**config.mk**
```make
export PLATFORM = sky130hd
export DESIGN_NAME = accum_bcd_display
export DESIGN_NICKNAME = d
export VERILOG_FILES = /design/src/rtl/accum_bcd_display.sv
export SDC_FILE = /design/constraint.sdc
export NUM_CORES = 1
export LEC_CHECK = 0
export CORE_AREA = 8 8 115 170
export CTS_BUF_LIST = sky130_fd_sc_hd__clkbuf_4 sky130_fd_sc_hd__clkbuf_8 sky130_fd_sc_hd__clkbuf_16
export DETAILED_ROUTE_END_ITERATION = 7
export DIE_AREA = 0 0 123 178
export GPL_ROUTABILITY_DRIVEN = 0
export HOLD_SLACK_MARGIN = 0.08
export PLACE_DENSITY = 0.6
export SLEW_MARGIN = 40
export SYNTH_ARGS = -nofsm -noshare
export SYNTH_HDL_FRONTEND = slang
export SYNTH_SLANG_ARGS = --single-unit
```
**constraint.sdc**
```tcl
create_clock -name Clk -period 5.5 [get_ports Clk]
set_input_delay 0.825 -clock Clk [delete_from_list [all_inputs] [get_ports Clk]]
set_output_delay 0.825 -clock Clk [all_outputs]
set_load 0.02 [all_outputs]
```
**src/rtl/accum_bcd_display.sv**
```systemverilog
`default_nettype none
// +-----------------------------------------------------------------------------+
// | accum_bcd_display: serial double-dabble binary->BCD converter driving six     |
// | active-low 7-segment digits, with a one-entry pending buffer.                 |
// | Option macro: LEADING_ZERO_BLANK_EN (blank leading zero digits).              |
// | Revision: 1.0                                                                 |
// +-----------------------------------------------------------------------------+
module accum_bcd_display #(
  parameter int WIDTH = 17
) (
  input  logic             Clk,
  input  logic             Reset,
  input  logic             Load,
  input  logic [WIDTH-1:0] Value,
  output logic             Busy,
  output logic             Done,
  output logic [6:0]       HEX0,
  output logic [6:0]       HEX1,
  output logic [6:0]       HEX2,
  output logic [6:0]       HEX3,
  output logic [6:0]       HEX4,
  output logic [6:0]       HEX5
);

  localparam int c_cnt_w = $clog2(WIDTH + 1);
  localparam logic [c_cnt_w-1:0] c_cnt_init = c_cnt_w'(WIDTH);
  localparam logic [c_cnt_w-1:0] c_cnt_one  = c_cnt_w'(1);
  localparam logic [6:0] c_seg_zero  = 7'b1000000;
  localparam logic [6:0] c_seg_blank = 7'b1111111;
`ifdef LEADING_ZERO_BLANK_EN
  localparam logic [6:0] c_seg_upper_rst = c_seg_blank;
`else
  localparam logic [6:0] c_seg_upper_rst = c_seg_zero;
`endif

  typedef enum logic [1:0] {
    ST_IDLE  = 2'd0,
    ST_SHIFT = 2'd1,
    ST_LATCH = 2'd2
  } state_t;

  state_t             r_state;
  logic [WIDTH-1:0]   r_sh;
  logic [23:0]        r_bcd;
  logic [c_cnt_w-1:0] r_cnt;
  logic [WIDTH-1:0]   r_pend_val;
  logic               r_pend_vld;
  logic               r_busy;
  logic               r_done;
  logic [6:0]         r_hex [6];

  logic [23:0]        w_bcd_adj;
  logic [5:0]         w_blank;

  function automatic logic [6:0] seg7(input logic [3:0] d);
    case (d)
      4'd0:    seg7 = 7'b1000000;
      4'd1:    seg7 = 7'b1111001;
      4'd2:    seg7 = 7'b0100100;
      4'd3:    seg7 = 7'b0110000;
      4'd4:    seg7 = 7'b0011001;
      4'd5:    seg7 = 7'b0010010;
      4'd6:    seg7 = 7'b0000010;
      4'd7:    seg7 = 7'b1111000;
      4'd8:    seg7 = 7'b0000000;
      4'd9:    seg7 = 7'b0010000;
      default: seg7 = 7'b1111111;
    endcase
  endfunction

  // Add-3 correction applied before every shift so each nibble stays decimal
  always_comb begin
    w_bcd_adj = r_bcd;
    for (int i = 0; i < 6; i++) begin
      if (r_bcd[4*i +: 4] >= 4'd5) begin
        w_bcd_adj[4*i +: 4] = r_bcd[4*i +: 4] + 4'd3;
      end
    end
  end

  always_comb begin
    w_blank = '0;
`ifdef LEADING_ZERO_BLANK_EN
    // A digit blanks only when it and every digit above it are zero
    w_blank[5] = (r_bcd[23:20] == 4'd0);
    for (int i = 4; i >= 1; i--) begin
      w_blank[i] = w_blank[i+1] && (r_bcd[4*i +: 4] == 4'd0);
    end
`endif
  end

  always_ff @(posedge Clk) begin
    if (Reset) begin
      r_state    <= ST_IDLE;
      r_sh       <= '0;
      r_bcd      <= '0;
      r_cnt      <= '0;
      r_pend_val <= '0;
      r_pend_vld <= 1'b0;
      r_busy     <= 1'b0;
      r_done     <= 1'b0;
      r_hex[0]   <= c_seg_zero;
      for (int i = 1; i < 6; i++) begin
        r_hex[i] <= c_seg_upper_rst;
      end
    end else begin
      r_done <= 1'b0;
      case (r_state)
        ST_IDLE: begin
          if (Load) begin
            r_sh    <= Value;
            r_bcd   <= '0;
            r_cnt   <= c_cnt_init;
            r_busy  <= 1'b1;
            r_state <= ST_SHIFT;
          end
        end
        ST_SHIFT: begin
          r_bcd <= (w_bcd_adj << 1) | 24'(r_sh[WIDTH-1]);
          r_sh  <= r_sh << 1;
          r_cnt <= r_cnt - c_cnt_one;
          if (r_cnt == c_cnt_one) begin
            r_state <= ST_LATCH;
          end
          if (Load) begin
            r_pend_val <= Value;
            r_pend_vld <= 1'b1;
          end
        end
        ST_LATCH: begin
          r_done <= 1'b1;
          for (int i = 0; i < 6; i++) begin
            r_hex[i] <= w_blank[i] ? c_seg_blank : seg7(r_bcd[4*i +: 4]);
          end
          r_bcd <= '0;
          r_cnt <= c_cnt_init;
          if (r_pend_vld) begin
            r_sh    <= r_pend_val;
            r_state <= ST_SHIFT;
            if (Load) begin
              r_pend_val <= Value;
            end else begin
              r_pend_vld <= 1'b0;
            end
          end else if (Load) begin
            // Nothing pending: start the new value directly, no idle gap
            r_sh    <= Value;
            r_state <= ST_SHIFT;
          end else begin
            r_cnt   <= '0;
            r_busy  <= 1'b0;
            r_state <= ST_IDLE;
          end
        end
        default: begin
          r_busy  <= 1'b0;
          r_state <= ST_IDLE;
        end
      endcase
    end
  end

  assign Busy = r_busy;
  assign Done = r_done;
  assign HEX0 = r_hex[0];
  assign HEX1 = r_hex[1];
  assign HEX2 = r_hex[2];
  assign HEX3 = r_hex[3];
  assign HEX4 = r_hex[4];
  assign HEX5 = r_hex[5];

endmodule
`default_nettype wire

```
[Yosys cells after proc, flatten, opt, wreduce, memory -nomap -nowiden]
Memory sizes are Yosys's and may differ from the RTL's. A register that Yosys moved wholly into a read port is not among the register bits.
Cells that the tools add are included.
Word-level totals
  register bits after elaboration: 68
  memory bits (writable): 42
  memory bits (read-only): 672
  input port bits: 20
  output and inout bits: 44
  logic and storage cells: 118
  memories kept: 7
Memory list
  (name not given): depth 16, bits a word 7, read ports 1, clocked after memory_dff 1, wr ports 0, line 56  | case (d)
  (name not given): depth 16, bits a word 7, read ports 1, clocked after memory_dff 1, wr ports 0, line 56
  (name not given): depth 16, bits a word 7, read ports 1, clocked after memory_dff 1, wr ports 0, line 56
  (name not given): depth 16, bits a word 7, read ports 1, clocked after memory_dff 1, wr ports 0, line 56
  (name not given): depth 16, bits a word 7, read ports 1, clocked after memory_dff 1, wr ports 0, line 56
  (name not given): depth 16, bits a word 7, read ports 1, clocked after memory_dff 1, wr ports 0, line 56
  +1 memories
Cells by class
  $add $sub $neg: 7
  $lt $le $gt $ge: 6
  equal/unequal tests: 9
  muxes and demuxes: 65
  bitwise operators: 8
  reductions and logical operators: 8
Operators by type and width (count)
  two-way mux 7 bit: 18
  one-hot mux 24 bit (3 select lines): 1
  two-way mux 17 bit: 4
  two-way mux 4 bit: 17
  one-hot mux 17 bit (3 select lines): 1
  one-hot mux 17 bit (2 select lines): 1
  greater-or-equal comparator 4 x 3 -> 1 bit (second input constant): 6
  two-way mux 24 bit: 1
  bitwise OR 24 x 1 -> 24 bit: 1
  adder 4 x 2 -> 4 bit (second input constant): 5
  two-way mux 5 bit: 3
  one-hot mux 5 bit (3 select lines): 1
  two-way mux 1 bit: 12
  inequality test 2 bit (second input constant): 6
  AND reduction 2 bit: 4
  bitwise OR 1 bit: 6
  one-hot mux 2 bit (3 select lines): 1
  equality test 5 x 1 -> 1 bit (second input constant): 1
  subtractor 5 x 1 -> 5 bit (second input constant): 1
  two-way mux 2 bit: 2
  AND reduction 4 bit: 1
  adder 3 x 2 -> 3 bit (second input constant): 1
  two-way mux 3 bit: 1
  one-hot mux 1 bit (3 select lines): 1
  7 further kinds: 7

[Logic depth before layout (Yosys ltp)]
  depth in word-level cells: 6
  mapped depth: 14
  gate-level depth less buffers: 12

[Least setup slack after synthesis]
OpenSTA, ideal clock, no wires.
  kind: input to register
  start: input Load
  end: register (tool-made name)
  setup time: 0.127 ns
  data arrival time: 2.802 ns
  data required time: 5.373 ns
  setup slack: 2.571 ns
  stages on the path: 12
  path buffers: 3
  path through: nand2b_1 -> nand2b_1 -> buf_4 -> buf_2 -> buf_2 -> a22oi_1 -> nor2_1 -> inv_1 -> ha_1 -> and2_0 -> a22o_1 -> or3_1
RTL lines
  from (decl): line 13  | input logic Load,

==> out/summary.txt <==
Ant. Diodes -> 0
Leak Pwr -> 3.66 nW
DRC Markers -> 0
CP Capture Type -> flop
DR iter-0 viols -> 350
Tot Pwr -> 2.67 mW
r2r setup slk -> 2.01 ns
fin crit period -> 3.49 ns
largest net degree at the start of global routing -> 67
io pins -> 64
router iterations before antenna repair -> 5
GRT Residual Overflow -> 0
Seq cells post-synth -> 152
Hold WC Path Type -> reg2reg
Finish-stage setup viols -> 0
status -> finished, final reports clean
max-cap viol count -> 0
FF+latch area -> 3460 sq um
RSZ-0062 raised after global routing -> false
Synth Flop Type -> dfxtp_1
crit path launch type -> flop
wire per inst -> 15.8 um
setup TNS -> 0 ns
htree depth -> 4
Post-Syn Area -> 7570 sq um
CTS Hold Bufs -> 0
Cell Area, Placed -> 8330 sq um
Yosys top cell by area -> dfxtp_1
TritonCTS clock tree -> built
worst rel slew slack -> 43.2%
Hold Path Depth -> 1
syn nets -> 863
worst setup path class -> reg2reg
worst hold path endpoint -> r_hex[5][6]$_SDFFCE_PN1P_
row count -> 59
Reg2Reg Launch Point -> r_state[1]$_SDFFE_PP0P_
Critical Path RT -> 5.79 ns
critical-path maximum fanout -> 16
post-place setup slack -> 1.72 ns
largest cells by area after synthesis -> dfxtp_1 (29%), edfxtp_1 (17%), ha_1 (8.1%)
mean post-synth cell area -> 9.54 sq um
GRT met1 Usage -> 16.7%
Synth top area share -> 29.1%
sequential area share after synthesis -> 45.7%
power density of the placed cells -> 300 nW/um^2
area occupied by multi-input gates -> 3730 sq um
synth-to-layout area growth -> 17.6%
Mapped Cells -> 794
actual slew at the worst max-slew pin -> 0.853 ns
area of the core -> 17100 sq um
share of cells above drive strength 1 -> 8.33%
initial antenna violation count -> 0
Clock Latency Late Sink -> 0.42 ns
reg2reg path depth -> 11
CTS buffer count -> 17
Clock Tree Root -> clkbuf_16
vias per cell -> 5.50
met2 usage -> 29.1%
DIE WIDTH -> 123 um
floorplan die height -> 178 um
PortBufs -> 63
Setup Buffers After CTS -> 0
GRT met3 Usage -> 3.42%
setup ws final -> 2.01 ns
Async SR Flop Fraction -> 0%
Synth Warn # -> 0
Fill cells -> 1626
Clk pin slew, worst setup/hold paths -> 0.07 ns
Slew Viols, Final -> 0
Detailed Place HPWL -> 11.4 mm
vias in the first global route -> 5747
CP arrival -> 3.78 ns
Final ANT Viol Nets -> 0
Synth top cells by count -> dfxtp_1 (110), nor2_1 (108), ha_1 (49)
CTS max path bufs -> 2
WL final -> 16.8 mm
count leader, synth -> dfxtp_1
Post-synth EDFFs -> 42
first-pass GRT wire length -> 27.4 mm
GR peak layer -> met2
Layout Nets -> 908
design area -> 8900 sq um
vias -> 5854
clock sink count -> 152
post-cts gate resize count -> 0
initial core utilization -> 44.2%
Final Cycle Share -> 63.5%
Yosys cell types -> 74
Fmax achieved -> 286 MHz
gr usage total -> 15.5%
Fin. Hold Viols -> 0
peak supply drop -> 194 uV
Layout Skew -> 0.0120 ns
full die area -> 21900 sq um
-- worst max path at each step --
stage / startpoint / endpoint
2_1_floorplan: Load / flop
3_3_place_gp: Load / flop
3_5_place_dp: Load / flop
4_1_cts: r_state[1]$_SDFFE_PP0P_ / flop
5_1_grt: r_state[1]$_SDFFE_PP0P_ / flop
6_report: r_state[1]$_SDFFE_PP0P_ / flop
-- through the flow --
stage | util, % | cells | hold slack, ns
5_1_grt | 52.0 | 1065 | 0.512
4_1_cts | 52.0 | 1065 | 0.488
6_report | 52.0 | 1065 | 0.488
3_3_place_gp | 48.6 | 1033 | 0.463
3_5_place_dp | 48.7 | 1033 | 0.471
2_1_floorplan | - | 794 | 0.449
-- kinds of logic after synthesis --
logic type | Yosys count | synth area share [%]
flip-flops | 152 | 45.7
AO/OA/AOI/OAI | 162 | 16.1
adder cells (fa/ha/maj) | 49 | 8.09
XOR/XNOR | 12 | 1.39
multiplexers | 22 | 2.94
AND/OR/NAND/NOR | 302 | 20.6
buffers and inverters | 95 | 5.19
-- placed cells by master (no fill, tap or decap), types with 8 or more instances in the layout --
master,instances
a21oi_1,30
o21ai_0,17
clkdlybuf4s50_1,62
nor2_1,108
a22o_1,21
nor3b_1,10
buf_4,8
mux2i_1,20
nand3_1,9
or3_1,14
clkbuf_16,17
and2_1,12
and3_1,39
dfxtp_1,110
inv_1,45
nand2_1,22
edfxtp_1,42
a32oi_1,9
nand2b_1,31
xnor2_1,10
nor3_1,33
ha_1,49
a211oi_1,18
-- critical path, stage by stage, from the launching register on --
cell and delay (ns):
dfxtp_1 0.34, inv_1 0.11, ha_1 0.50, inv_1 0.30
nor3_4 0.65, a22oi_1 0.18, nor2_1 0.26, inv_1 0.13
ha_1 0.23, and2_0 0.13, a22o_1 0.20, or3_1 0.35
-- layout make-up --
| class | count | share of cell area, % |
|---|---|---|
| clock buffers | 18 | 4.86 |
| flip-flops and latches | 152 | 38.9 |
| clock inverters | 14 | 1.55 |
| well taps | 213 | 2.99 |
| repair buffers | 71 | 7.70 |
| inverters | 50 | 2.11 |
| multi-input cells | 547 | 41.9 |
-- per-layer routing --
metal / share of wire (%) / wire length [um]
met2: 53 / 8950
met4: 1.3 / 216
met3: 4.1 / 697
met1: 41 / 6950
met5: 0 / 0
-- power breakdown --
| group | switching, mW | internal (mW) |
|---|---|---|
| logic | 0.190 | 0.118 |
| registers | 0.0253 | 1.20 |
| clock network | 0.499 | 0.639 |
Note: power is estimated with default switching activity, not from simulation.
